===== src/rtl/uart_frame_parser.sv =====
// Command frame parser for a UART byte stream: SOF, CMD, LEN, payload, CHK.
// Good frames are held with a valid/ack handshake; bad frames raise a one-cycle error pulse.
module uart_frame_parser #(
  parameter int          MAX_LEN = 16,
  parameter logic [7:0]  SOF     = 8'hA5,
  parameter int          TIMEOUT = 104167,
  localparam int         ADDR_W  = (MAX_LEN > 1) ? $clog2(MAX_LEN) : 1
) (
  input  logic              clk,
  input  logic              rst,
  input  logic              rx_done,
  input  logic [7:0]        rx_data,
  output logic              frame_valid,
  output logic [7:0]        frame_cmd,
  output logic [7:0]        frame_len,
  input  logic              frame_ack,
  input  logic [ADDR_W-1:0] rd_addr,
  output logic [7:0]        rd_data,
  output logic              frame_err,
  output logic [1:0]        err_code,
  output logic              ovr_err
);

  localparam int                TMO_W    = (TIMEOUT > 1) ? $clog2(TIMEOUT + 1) : 1;
  localparam logic [TMO_W-1:0]  TMO_LAST = TMO_W'(TIMEOUT - 1);
  localparam logic [ADDR_W:0]   DEPTH    = (ADDR_W + 1)'(MAX_LEN);
  localparam logic [7:0]        LEN_MAX  = 8'(MAX_LEN);

  localparam logic [1:0] ERR_CHK = 2'd1;
  localparam logic [1:0] ERR_LEN = 2'd2;
  localparam logic [1:0] ERR_TMO = 2'd3;

  typedef enum logic [2:0] {
    S_IDLE,
    S_CMD,
    S_LEN,
    S_DATA,
    S_CHK,
    S_HOLD
  } state_t;

  state_t           state;
  logic [7:0]       cmd_q;
  logic [7:0]       len_q;
  logic [7:0]       chk;
  logic [7:0]       idx;
  logic [TMO_W-1:0] tmo;
  logic [7:0]       pbuf [MAX_LEN];
  logic             buf_we;

  assign buf_we = rx_done && (state == S_DATA);

  // Payload storage is deliberately left unreset; only DATA writes it, so a held frame stays intact.
  always_ff @(posedge clk) begin
    if (buf_we) begin
      pbuf[idx[ADDR_W-1:0]] <= rx_data;
    end
  end

  always_ff @(posedge clk or posedge rst) begin
    if (rst) begin
      rd_data <= 8'd0;
    end else if ({1'b0, rd_addr} < DEPTH) begin
      rd_data <= pbuf[rd_addr];
    end else begin
      rd_data <= 8'd0;
    end
  end

  always_ff @(posedge clk or posedge rst) begin
    if (rst) begin
      state       <= S_IDLE;
      cmd_q       <= 8'd0;
      len_q       <= 8'd0;
      chk         <= 8'd0;
      idx         <= 8'd0;
      tmo         <= '0;
      frame_valid <= 1'b0;
      frame_cmd   <= 8'd0;
      frame_len   <= 8'd0;
      frame_err   <= 1'b0;
      err_code    <= 2'd0;
      ovr_err     <= 1'b0;
    end else begin
      frame_err <= 1'b0;
      err_code  <= 2'd0;
      ovr_err   <= 1'b0;

      // Inter-byte idle timer only runs while a frame is partially received.
      if (rx_done || state == S_IDLE || state == S_HOLD) begin
        tmo <= '0;
      end else begin
        tmo <= tmo + TMO_W'(1);
      end

      unique case (state)
        S_IDLE: begin
          if (rx_done && rx_data == SOF) begin
            state <= S_CMD;
          end
        end

        S_CMD, S_LEN, S_DATA, S_CHK: begin
          if (rx_done) begin
            unique case (state)
              S_CMD: begin
                cmd_q <= rx_data;
                chk   <= rx_data;
                state <= S_LEN;
              end
              S_LEN: begin
                len_q <= rx_data;
                chk   <= chk ^ rx_data;
                idx   <= 8'd0;
                if (rx_data > LEN_MAX) begin
                  frame_err <= 1'b1;
                  err_code  <= ERR_LEN;
                  state     <= S_IDLE;
                end else if (rx_data == 8'd0) begin
                  state <= S_CHK;
                end else begin
                  state <= S_DATA;
                end
              end
              S_DATA: begin
                chk <= chk ^ rx_data;
                idx <= idx + 8'd1;
                if (idx == len_q - 8'd1) begin
                  state <= S_CHK;
                end
              end
              default: begin
                if (rx_data == chk) begin
                  frame_valid <= 1'b1;
                  frame_cmd   <= cmd_q;
                  frame_len   <= len_q;
                  state       <= S_HOLD;
                end else begin
                  frame_err <= 1'b1;
                  err_code  <= ERR_CHK;
                  state     <= S_IDLE;
                end
              end
            endcase
          end else if (tmo == TMO_LAST) begin
            frame_err <= 1'b1;
            err_code  <= ERR_TMO;
            state     <= S_IDLE;
          end
        end

        S_HOLD: begin
          // A byte arriving while a frame is held is lost, even on the release cycle.
          if (rx_done) begin
            ovr_err <= 1'b1;
          end
          if (frame_ack) begin
            frame_valid <= 1'b0;
            state       <= S_IDLE;
          end
        end

        default: begin
          state <= S_IDLE;
        end
      endcase
    end
  end

endmodule


===== config.mk =====
export PLATFORM = sky130hd
export DESIGN_NAME = uart_frame_parser
export DESIGN_NICKNAME = d
export VERILOG_FILES = /design/src/rtl/uart_frame_parser.sv
export SDC_FILE = /design/constraint.sdc
export NUM_CORES = 1
export LEC_CHECK = 0
export ABC_AREA = 1
export BUFFER_PORTS_ARGS = -buffer_cell sky130_fd_sc_hd__buf_4
export CAP_MARGIN = 20
export CORE_MARGIN = 2
export CORE_UTILIZATION = 55
export CTS_BUF_LIST = sky130_fd_sc_hd__clkbuf_16
export CTS_CLUSTER_DIAMETER = 40
export DETAILED_ROUTE_END_ITERATION = 10
export GPL_TIMING_DRIVEN = 0
export MAX_ROUTING_LAYER = met4
export PLACE_DENSITY = 0.75
export SYNTH_ARGS = -nofsm -noshare
export SYNTH_HDL_FRONTEND = slang
export SYNTH_SLANG_ARGS = --single-unit

===== constraint.sdc =====
create_clock -name clk -period 2.6 [get_ports clk]
set_clock_uncertainty 0.2 [all_clocks]
set_input_delay 0.26 -clock clk [delete_from_list [all_inputs] [get_ports clk]]
set_output_delay 0.26 -clock clk [all_outputs]
set_load 0.05 [all_outputs]

; ---- After elaboration in Yosys (flattened, before gate mapping)
; Memories as Yosys holds them, arrays and structs flattened. A register that Yosys moved wholly into a read port is not among the register bits.
; Index checks and enable logic that the tools add are counted.
[totals]
ff_bits = 73
ramBits = 128
in_bits = 16
output_inout_bits = 29
wordCells = 89
memories = 1
[mem_list]
columns = name, depth, word_bits, read_ports, rd_ports_with_merged_regs, wr, line_no
row1 = pbuf, 16, 8, 1, 1, 1, 48  ; logic [7:0] pbuf [MAX_LEN];
[classes]
n_addsub = 3
n_lt_le_gt_ge = 1
n_eq_ne = 16
muxes = 34
n_bitwise = 2
n_reduce_logical = 20
[ops]
columns = op, n
row1 = $pmux W8 S2, 2
row2 = $mux W3, 8
row3 = $pmux W3 S3, 2
row4 = $add A17 B1 Y17 const B, 1
row5 = $eq A17 B17 Y1 const B, 1
row6 = $mux W17, 1
row7 = $eq A8 B8 Y1, 2
row8 = $mux W1, 14
row9 = $reduce_and A3 Y1, 4
row10 = $add A8 B1 Y8 const B, 1
row11 = $eq A8 B8 Y1 const B, 1
row12 = $gt A8 B5 Y1 const B, 1
row13 = $logic_not A8 Y1, 1
row14 = $mux W2, 4
row15 = $ne A2 B2 Y1 const B, 4
row16 = $reduce_and A4 Y1, 2
row17 = $sub A8 B1 Y8 const B, 1
row18 = $xor A8 B8 Y8, 1
row19 = $eq A3 B2 Y1 const B, 2
row20 = $eq A3 B3 Y1 const B, 2
row21 = $reduce_bool A2 Y1, 3
row22 = $reduce_and A5 Y1, 1
row23 = $ne A4 B4 Y1 const B, 1
row24 = $pmux W1 S2, 2
row25 = other kinds (11), 14

; ---- Longest topological paths before layout
; Gate-level depths: netlist of the first run.
[logic_depth]
depth_word = 6
mapped_depth = 14
ltp_nobuf = 14

; ---- Worst setup path before layout of the first run
; Ideal clock, no wire load.
[synth_timing]
kind = flip-flop to flip-flop
from = register state[2]
to = memory pbuf[13][0], enable pin
setup_time_ns = 0.383
t_arrival_ns = 1.523
required_time_ns = 2.017
path_slack_ns = 0.494
stages_incl_launch_ff = 6
path_buffers = 0
period_less_slack_ns = 2.106
path_cell_list = dfrtp_1 -> inv_2 -> nand3_1 -> nor2_1 -> inv_1 -> nor3_1
[synth_via]
elab_chain_len = 4
[synth_lines]
columns = element, line_no
row1 = from (decl), 42  ; state_t state;
row2 = from (signal assigned), 72  ; state <= S_IDLE;
row3 = from (signal assigned), 99  ; state <= S_CMD;
row4 = from (signal assigned), 109  ; state <= S_LEN;
row5 = $eq A3 B2 Y1, 51  ; assign buf_we = rx_done && (state == S_DATA);
row6 = $logic_and A1 B1 Y1, 51
row7 = $mux W1, 55  ; if (buf_we) begin
row8 = $mux W1 (implied by the code), 56  ; pbuf[idx[ADDR_W-1:0]] <= rx_data;
row9 = to (decl), 48
; No other way between the ends.

; ---- Final worst setup path of the first run
[layout_timing]
from = register state[2]
to = memory pbuf[1][7], enable pin
; Same word-level chain as after synthesis.

==> results.sh, run 1 <==
export IMPL_outcome="finished, final reports clean"
export IMPL_relSlewSlack=0.319
export IMPL_clk_pin_slew_ns=0.06
export IMPL_grt_max_degree=47
export IMPL_wl_mm=21.6
export IMPL_crit_type="reg2reg"
export IMPL_synth_area_mm2=0.00933
export IMPL_cp_start_kind="flop"
export IMPL_die_height_um=134
export IMPL_cp_cell_sequence="inv_2, nand3_1, nor2_1, inv_1, nor3_2"
export IMPL_drv_slew=0
export IMPL_cts_buffers=26
export IMPL_finalInstanceArea_mm2=0.0110
export IMPL_antenna_cells=0
export IMPL_portBuffers=41
export IMPL_htree_levels=1
export IMPL_ys_ff_latch=209
export IMPL_ys_seq_area_frac=0.629
export IMPL_cp_required_ns=2.54
export IMPL_final_nets=983
export IMPL_arrival_ns=2.44
export IMPL_wl_per_cell_um=18.0
export IMPL_antenna_found_initial=0
export IMPL_synth_edf_count=128
export IMPL_gr_total_overflow=0
export IMPL_period_needed_ns=2.50
export IMPL_syn_nets=897
export IMPL_layout_common_cells="nand2_1 (140), edfxtp_1 (128), inv_1 (102), dfrtp_1 (81), nor2_1 (66)"
export IMPL_worst_pin_slew_ns=1.02
export IMPL_pwr_density_cell_mw_per_mm2=866
export IMPL_root_buffer="clkbuf_16"
export IMPL_area_growth_pct=17.8
export IMPL_clkSinkCount=209
export IMPL_cts_tree="yes"
export IMPL_coreArea_mm2=0.0166
export IMPL_io_pins=45
export IMPL_hpwl_mm=13.8
export IMPL_cp_max_fo=8
export IMPL_synth_top_cell_area_share=0.412
export IMPL_critPathLaunch="state[2]"
export IMPL_final_common_cell="nand2_1"
export IMPL_clock_latency_ns=0.53
export IMPL_path_delay_family="simple AND/OR/NAND/NOR gates"
export IMPL_hold_class="in2async"
export IMPL_irDropWorstVdd_mv=0.976
export IMPL_drtIter0Drc=597
export IMPL_ant_nets=0
export IMPL_period_share=0.962
export IMPL_ys_types=40
export IMPL_drc=0
export IMPL_yosys_area_top_type="edfxtp_1"
export IMPL_leakagePower_nw=4.54
export IMPL_post_cts_buffers=0
export IMPL_viasPerCell=5.54
export IMPL_setup_tns_final_ns=0
export IMPL_end_kind="flop"
export IMPL_drv_cap=0
export IMPL_synth_area_leaders="edfxtp_1 (41%), dfrtp_1 (22%), nand2_1 (5.6%)"
export IMPL_finalSetupViolations=0
export IMPL_cts_buffer_depth=3
export IMPL_die_area_mm2=0.0180
export IMPL_grtUsageTotal=0.253
export IMPL_avgSynthCellArea_um2=10.7
export IMPL_async_reset_ff_frac=0.388
export IMPL_place_gp_congestion=0.913
export IMPL_vias=6646
export IMPL_start_util=0.563
export IMPL_yosysWarnings=0
export IMPL_synthFlopType="edfxtp_1"
export IMPL_placed_cell_area_mm2=0.00997
export IMPL_path_buf_inv=2
export IMPL_grt_pass1_wl_mm=34.2
export IMPL_grt_pass1_vias=6509
export IMPL_synth_cells=874
export IMPL_rsz0062_at_grt="no"
export IMPL_slowest_delay_ns=0.79
export IMPL_die_w_um=134
export IMPL_slowest_stage="nor3_2"
export IMPL_fmax_mhz=400
export IMPL_drive_above_1_share=0.160
export IMPL_first_pass_iters=6
export IMPL_r2r_start="state[2]"
export IMPL_hold_viol=0
export IMPL_rows=47
routing by layer:
metal | track usage | share of wire | vias up
li1 | - | - | 3144
met5 | - | 0 | -
met2 | 0.402 | 0.48 | 236
met1 | 0.329 | 0.42 | 3207
met3 | 0.0393 | 0.060 | 59
met4 | 0.104 | 0.036 | 0
cells in the mapped netlist, types with 2 or more instances:
| cell type | number |
|---|---|
| o21ai_0 | 64 |
| nand3_1 | 34 |
| nand4_1 | 10 |
| nor3b_1 | 5 |
| inv_1 | 100 |
| a21oi_1 | 42 |
| ha_1 | 7 |
| nand2_2 | 9 |
| buf_4 | 5 |
| buf_6 | 3 |
| o211ai_1 | 32 |
| nand2_1 | 140 |
| nor2_1 | 68 |
| dfrtp_1 | 81 |
| nand3b_1 | 2 |
| nor3_1 | 19 |
| o21ai_2 | 16 |
| mux2i_1 | 32 |
| xor2_1 | 6 |
| inv_2 | 10 |
| nor2_4 | 2 |
| a31oi_1 | 2 |
| nor2_2 | 9 |
| xnor2_1 | 10 |
| buf_2 | 8 |
| nor3b_2 | 2 |
| clkbuf_1 | 14 |
| o21ai_1 | 3 |
| edfxtp_1 | 128 |
where the power goes:
| part | internal, W | switching, W |
|---|---|---|
| sequential | 0.00383 | 0.000210 |
| combinational | 0.000622 | 0.00127 |
| clock | 0.00222 | 0.00137 |
| total | 0.00667 | 0.00285 |
layout make-up:
| type | instances | area [µm²] |
|---|---|---|
| clock inverter | 22 | 225 |
| fill | 1269 | 5590 |
| multi-input combinational | 523 | 2900 |
| inverter | 111 | 419 |
| tap | 220 | 275 |
| timing repair buffer | 58 | 485 |
| sequential | 209 | 5870 |
| buffer | 31 | 168 |
| clock buffer | 26 | 651 |
kinds of logic (layout without fill, tap and decap cells):
logic type	count (synthesis)	count (layout)	synth area share
AO/OA/AOI/OAI	162	162	0.103
adder cells (fa/ha/maj)	7	7	0.00939
flip-flops	209	209	0.629
AND/OR/NAND/NOR	306	306	0.146
XOR/XNOR	16	16	0.0150
multiplexers	32	32	0.0343
buffers and inverters	142	248	0.0626
path summary, 6_finish.rpt:
check	slack, ns	cells past startpoint	end
setup / recovery	0.1	5	pbuf[1][7]
hold / removal	0.15	3	err_code[0]
setup reg to reg	0.1	5	pbuf[1][7]
hold reg to reg	0.28	2	frame_len[4]
max in group asynchronous	1.46	4	chk[0]
min in group clk	0.23	6	rd_data[7]
per-stage QoR:
stage | cells | worst slack, ns | hold WS (ns) | total power, W | utilization
3_3_place_gp | 1135 | -1.01 | 0.267 | 0.00590 | 0.598
3_5_place_dp | 1138 | -0.0291 | 0.133 | 0.00595 | 0.601
6_report | 1200 | 0.0996 | 0.146 | 0.00952 | 0.663
2_1_floorplan | 874 | 0.0599 | 0.159 | 0.00545 | -
4_1_cts | 1199 | 0.0714 | 0.149 | 0.00955 | 0.662
5_1_grt | 1200 | 0.000101 | 0.176 | 0.0100 | 0.663
state kept, by name, indices dropped and copies added (netlist names), 2 cells and up:
name       count
chk            8
cmd_q          8
err_code       2
frame_cmd      8
frame_len      8
idx            8
len_q          8
pbuf         128
rd_data        8
state          3
tmo           17
timing repair:
item | in CTS | in global routing
hold buffers | 13 | 0
hold endpoints to repair | 240 | 0
endpoints found under the setup margin | 8 | 15
gates resized for setup | 1 | 2
pin swaps | 0 | 0
worst register-to-register path, stage by stage (launching register included):
cell and delay, ns:
dfrtp_1 0.45, inv_2 0.15, nand3_1 0.08, nor2_1 0.26, inv_1 0.17, nor3_2 0.79
(Power assumes the default switching activity.)
==> run 2: changes to the inputs <==
PLACE_DENSITY = unset   (was 0.75)
PLACE_DENSITY_LB_ADDON = 0.1   (was unset)
==> run 2 against run 1 <==
First-iteration DRC count fell by 11%. Total power fell by 1.2%. Maximum frequency grew 0.48%. Critical path depth unchanged. Setup slack improved by 0.012 ns. Core utilization fell by 0.16 points. Critical endpoint is now pbuf[1][1]. Largest cell class unchanged. Largest power group unchanged.
==> results.sh, run 2 (synthesis gave the netlist of run 1 again) <==
export IMPL_final_nets=983
export IMPL_grt_pass1_vias=6424
export IMPL_drt_met1_wl_mm=9.21
export IMPL_viasPerCell=5.47
export IMPL_gr_total_overflow=0
export IMPL_leakagePower_nw=4.55
export IMPL_grtUsageTotal=0.246
export IMPL_clock_latency_ns=0.53
export IMPL_drv_cap=0
export IMPL_irDropWorstVdd_mv=0.661
export IMPL_root_buffer="clkbuf_16"
export IMPL_largest_reg_flops=128
export IMPL_worst_pin_slew_ns=0.946
export IMPL_hpwl_mm=14.2
export IMPL_htree_levels=1
export IMPL_crit_type="reg2reg"
export IMPL_cts_buffers=27
export IMPL_period_needed_ns=2.49
export IMPL_dp_slack_ns=0.0487
export IMPL_period_share=0.957
export IMPL_final_common_cell="nand2_1"
export IMPL_path_delay_family="simple AND/OR/NAND/NOR gates"
export IMPL_maxUsedRoutingLayer="met4"
export IMPL_grt_pass1_wl_mm=33.6
export IMPL_register_area_mm2=0.00587
export IMPL_cts_buffer_depth=3
export IMPL_drtIter0Drc=529
export IMPL_fillCellCount=1291
export IMPL_critPathLaunch="state[2]"
export IMPL_rows=47
export IMPL_cp_required_ns=2.53
export IMPL_cp_start_kind="flop"
export IMPL_path_buf_inv=2
export IMPL_grt_max_degree=54
export IMPL_ant_nets=0
export IMPL_antenna_found_initial=0
export IMPL_hold_ws_ns=0.0342
export IMPL_holdCritStartpoint="rd_addr[2]"
export IMPL_coreArea_mm2=0.0166
export IMPL_clkSinkCount=209
export IMPL_slowest_stage="nor3_2"
export IMPL_drv_slew=0
export IMPL_place_gp_congestion=0.870
export IMPL_antenna_cells=0
export IMPL_end_kind="flop"
export IMPL_vias=6568
export IMPL_fmax_mhz=402
export IMPL_start_util=0.563
export IMPL_die_height_um=134
export IMPL_drive_above_1_share=0.167
export IMPL_portBuffers=41
export IMPL_cp_cell_sequence="inv_2, nand3_1, nor2_1, inv_1, nor3_2"
export IMPL_outcome="finished, final reports clean"
export IMPL_cp_max_fo=8
export IMPL_die_area_mm2=0.0180
export IMPL_cts_tree="yes"
export IMPL_multi_input_area_mm2=0.00290
export IMPL_r2r_start="state[2]"
export IMPL_relSlewSlack=0.366
export IMPL_io_pins=45
export IMPL_first_pass_iters=4
export IMPL_layout_common_cells="nand2_1 (140), edfxtp_1 (128), inv_1 (103), dfrtp_1 (81), nor2_1 (66)"
export IMPL_arrival_ns=2.42
export IMPL_die_w_um=134
export IMPL_wl_per_cell_um=17.6
export IMPL_pwr_density_cell_mw_per_mm2=858
export IMPL_area_growth_pct=17.6
export IMPL_hold_class="in2reg"
export IMPL_finalSetupViolations=0
export IMPL_rsz0062_at_grt="yes"
export IMPL_wl_mm=21.1
export IMPL_clk_pin_slew_ns=0.06
export IMPL_slowest_delay_ns=0.74
export IMPL_routed_wl_met3_mm=1.31
export IMPL_setup_ws_ns=0.112
export IMPL_hold_viol=0
export IMPL_wl_met2_mm=10.2
export IMPL_drc=0
## run 2: power breakdown
group	internal, W	leakage (nW)	switching (W)
logic	0.000622	1.91	0.00126
registers	0.00383	2.21	0.000213
clock network	0.00204	0.428	0.00145
total	0.00649	4.55	0.00293
## run 2: cell type report
class,instances,area share
sequential,209,0.535
timing repair buffer,57,0.0433
clock buffer,27,0.0616
multi-input combinational,523,0.265
buffer,31,0.0153
tap,220,0.0251
inverter,111,0.0382
clock inverter,23,0.0168
## run 2: final timing paths
kind,endpoint,slack [ns],cells past startpoint
setup / recovery,pbuf[1][1],0.11,5
hold / removal,rd_data[2],0.03,5
setup reg to reg,pbuf[1][1],0.11,5
hold reg to reg,frame_cmd[3],0.28,2
max in group asynchronous,rd_data[3],1.52,4
min in group asynchronous,state[2],0.10,3
## run 2: worst register-to-register path, cell delays in order (launching register included)
cell     delay [ns]
dfrtp_1        0.45
inv_2          0.15
nand3_1        0.08
nor2_1         0.31
inv_1          0.17
nor3_2         0.74
## run 2: timing repair
| item | CTS | global route |
|---|---|---|
| endpoints found under the hold margin | 237 | 0 |
| hold buffers | 12 | 0 |
| setup endpoints to repair | 0 | 29 |
| gates resized for setup | 0 | 2 |
| setup buffers | 0 | 0 |
## run 2: stage by stage
step           utilization  TNS [ns]  area [µm²]  cells  total power, W
2_1_floorplan            -         0        9330    874         0.00545
3_3_place_gp         0.598    -80.03        9910   1135         0.00590
3_5_place_dp         0.601         0        9970   1137         0.00596
4_1_cts              0.660         0       10900   1199         0.00946
5_1_grt              0.661    -0.367       11000   1201         0.00991
6_report             0.661         0       11000   1201         0.00941
## run 2: per-layer routing
metal  GRT usage  up-vias
met1       0.329     3172
met3      0.0382       31
met5           -        -
met2       0.398      225
met4      0.0655        0
li1            -     3140
==> run 3: changes to the inputs <==
BUFFER_PORTS_ARGS = -buffer_cell sky130_fd_sc_hd__buf_2   (was -buffer_cell sky130_fd_sc_hd__buf_4)
==> run 3 against run 2 <==
Die area unchanged. Clock-buffer cell count rose by 4. Routed wire length grew 1.6%. First-iteration DRC count increased by 22%. Flip-flop and latch count stayed put. Setup slack improved by 0.059 ns. Combinational power about the same. Critical endpoint is now pbuf[2][4].
==> results.sh, run 3 (synthesis gave the netlist of run 1 again) <==
export IMPL_drive_above_1_share=0.173
export IMPL_wl_per_cell_um=17.8
export IMPL_fillCellCount=1299
export IMPL_coreArea_mm2=0.0166
export IMPL_grt_pass1_wl_mm=34.0
export IMPL_rows=47
export IMPL_irDropWorstVdd_mv=0.698
export IMPL_area_growth_pct=17.8
export IMPL_finalInstanceArea_mm2=0.0110
export IMPL_drtIter0Drc=648
export IMPL_fin_cells=1202
export IMPL_hold_viol=0
export IMPL_grt_pass1_vias=6466
export IMPL_cts_buffers=30
export IMPL_root_buffer="clkbuf_16"
export IMPL_outcome="finished, final reports clean"
export IMPL_vias=6644
export IMPL_register_area_mm2=0.00587
export IMPL_first_pass_iters=6
export IMPL_post_cts_buffers=0
export IMPL_placed_cell_area_mm2=0.00987
export IMPL_portBuffers=41
export IMPL_slowest_stage="nor2_1"
export IMPL_io_pins=45
export IMPL_crit_type="reg2reg"
export IMPL_hpwl_mm=14.1
export IMPL_end_kind="flop"
export IMPL_drc=0
export IMPL_cp_required_ns=2.56
export IMPL_rsz0062_at_grt="no"
export IMPL_post_place_cells=1138
export IMPL_cts_buffer_depth=3
export IMPL_gr_total_overflow=0
export IMPL_antenna_cells=0
export IMPL_cp_cell_sequence="inv_2, nand3_1, nor2_1, nand2_1, nor2_1"
export IMPL_grt_max_degree=54
export IMPL_finalSetupViolations=0
export IMPL_htree_levels=1
export IMPL_cp_max_fo=8
export IMPL_grtUsageTotal=0.249
export IMPL_relSlewSlack=0.352
export IMPL_drv_slew=0
export IMPL_die_area_mm2=0.0180
export IMPL_clock_latency_ns=0.54
export IMPL_hold_class="in2reg"
export IMPL_start_util=0.563
export IMPL_multi_input_area_mm2=0.00289
export IMPL_slowest_delay_ns=0.71
export IMPL_setup_tns_final_ns=0
export IMPL_largest_reg_flops=128
export IMPL_arrival_ns=2.39
export IMPL_die_w_um=134
export IMPL_cp_common_cell="nor2_1"
export IMPL_final_common_cell="nand2_1"
export IMPL_wl_mm=21.4
export IMPL_cts_tree="yes"
export IMPL_worst_pin_slew_ns=0.966
export IMPL_fmax_mhz=412
export IMPL_cp_start_kind="flop"
export IMPL_layout_common_cells="nand2_1 (140), edfxtp_1 (128), inv_1 (102), dfrtp_1 (81), nor2_1 (68)"
export IMPL_period_share=0.935
export IMPL_clkSinkCount=209
export IMPL_place_gp_congestion=0.871
export IMPL_pwr_density_cell_mw_per_mm2=913
export IMPL_period_needed_ns=2.43
export IMPL_ant_nets=0
export IMPL_die_height_um=134
export IMPL_clk_pin_slew_ns=0.06
export IMPL_final_nets=981
export IMPL_leakagePower_nw=4.62
export IMPL_drv_cap=0
export IMPL_post_route_util=0.663
export IMPL_viasPerCell=5.53
export IMPL_antenna_found_initial=0
## run 3: cell count changes in the layout (fill, tap and decap cells not counted), sizes merged
cell         before  now
dlygate4sd3      12    6
clkinvlp          4    0
clkbuf           43   46
clkinv            7   10
buf              60   62
bufinv            1    3
inv             122  123
## run 3: path summary, 6_finish.rpt
check | cells past startpoint | endpoint | slack [ns] | start
hold / removal | 1 | pbuf[8][1] | 0.02 | rx_data[1]
min in group asynchronous | 3 | state[2] | 0.06 | rst
hold reg to reg | 2 | frame_cmd[3] | 0.28 | frame_cmd[3]
setup / recovery | 5 | pbuf[2][4] | 0.17 | state[2]
max in group asynchronous | 4 | chk[3] | 1.56 | rst
setup reg to reg | 5 | pbuf[2][4] | 0.17 | state[2]
## run 3: area by class of cell
| class | instances | share of cell area |
|---|---|---|
| inverters | 111 | 0.0381 |
| multi-input cells | 523 | 0.263 |
| well taps | 220 | 0.0250 |
| clock inverters | 25 | 0.0247 |
| plain buffers | 31 | 0.0153 |
| flip-flops and latches | 209 | 0.534 |
| clock buffers | 31 | 0.0706 |
| repair buffers | 52 | 0.0289 |
## run 3: what timing repair did
item                      4_1_cts  5_1_grt
resized for setup               0        0
hold endpoints to repair      115        0
hold buffers                    6        0
## run 3: critical path: cells and delay by family (launching register included)
| kind | cells | cell delay [ns] |
|---|---|---|
| buffers and inverters | 1 | 0.15 |
| flip-flops | 1 | 0.45 |
| AND/OR/NAND/NOR | 4 | 1.25 |
## run 3: through the flow
step / total power (W) / hold slack, ns / setup slack (ns)
finish: 0.0100 / 0.0229 / 0.170
global route: 0.0105 / 0.0191 / 0.0165
global placement: 0.00587 / 0.258 / -0.917
floorplan: 0.00545 / 0.159 / 0.0599
detailed placement: 0.00593 / 0.0824 / 0.120
CTS: 0.0101 / 0.00545 / 0.111
## run 3: power by group
| part | total [W] | switching [W] | leakage [nW] | internal, W |
|---|---|---|---|---|
| clock | 0.00413 | 0.00159 | 0.531 | 0.00254 |
| combinational | 0.00186 | 0.00127 | 1.87 | 0.000588 |
| sequential | 0.00404 | 0.000210 | 2.21 | 0.00383 |
## run 3: layer usage
metal	vias up	global-route usage	wire length [µm]
met3	49	0.0385	1370
met5	-	-	0
met2	237	0.402	10100
li1	3155	-	-
met4	0	0.0784	577
met1	3203	0.329	9400
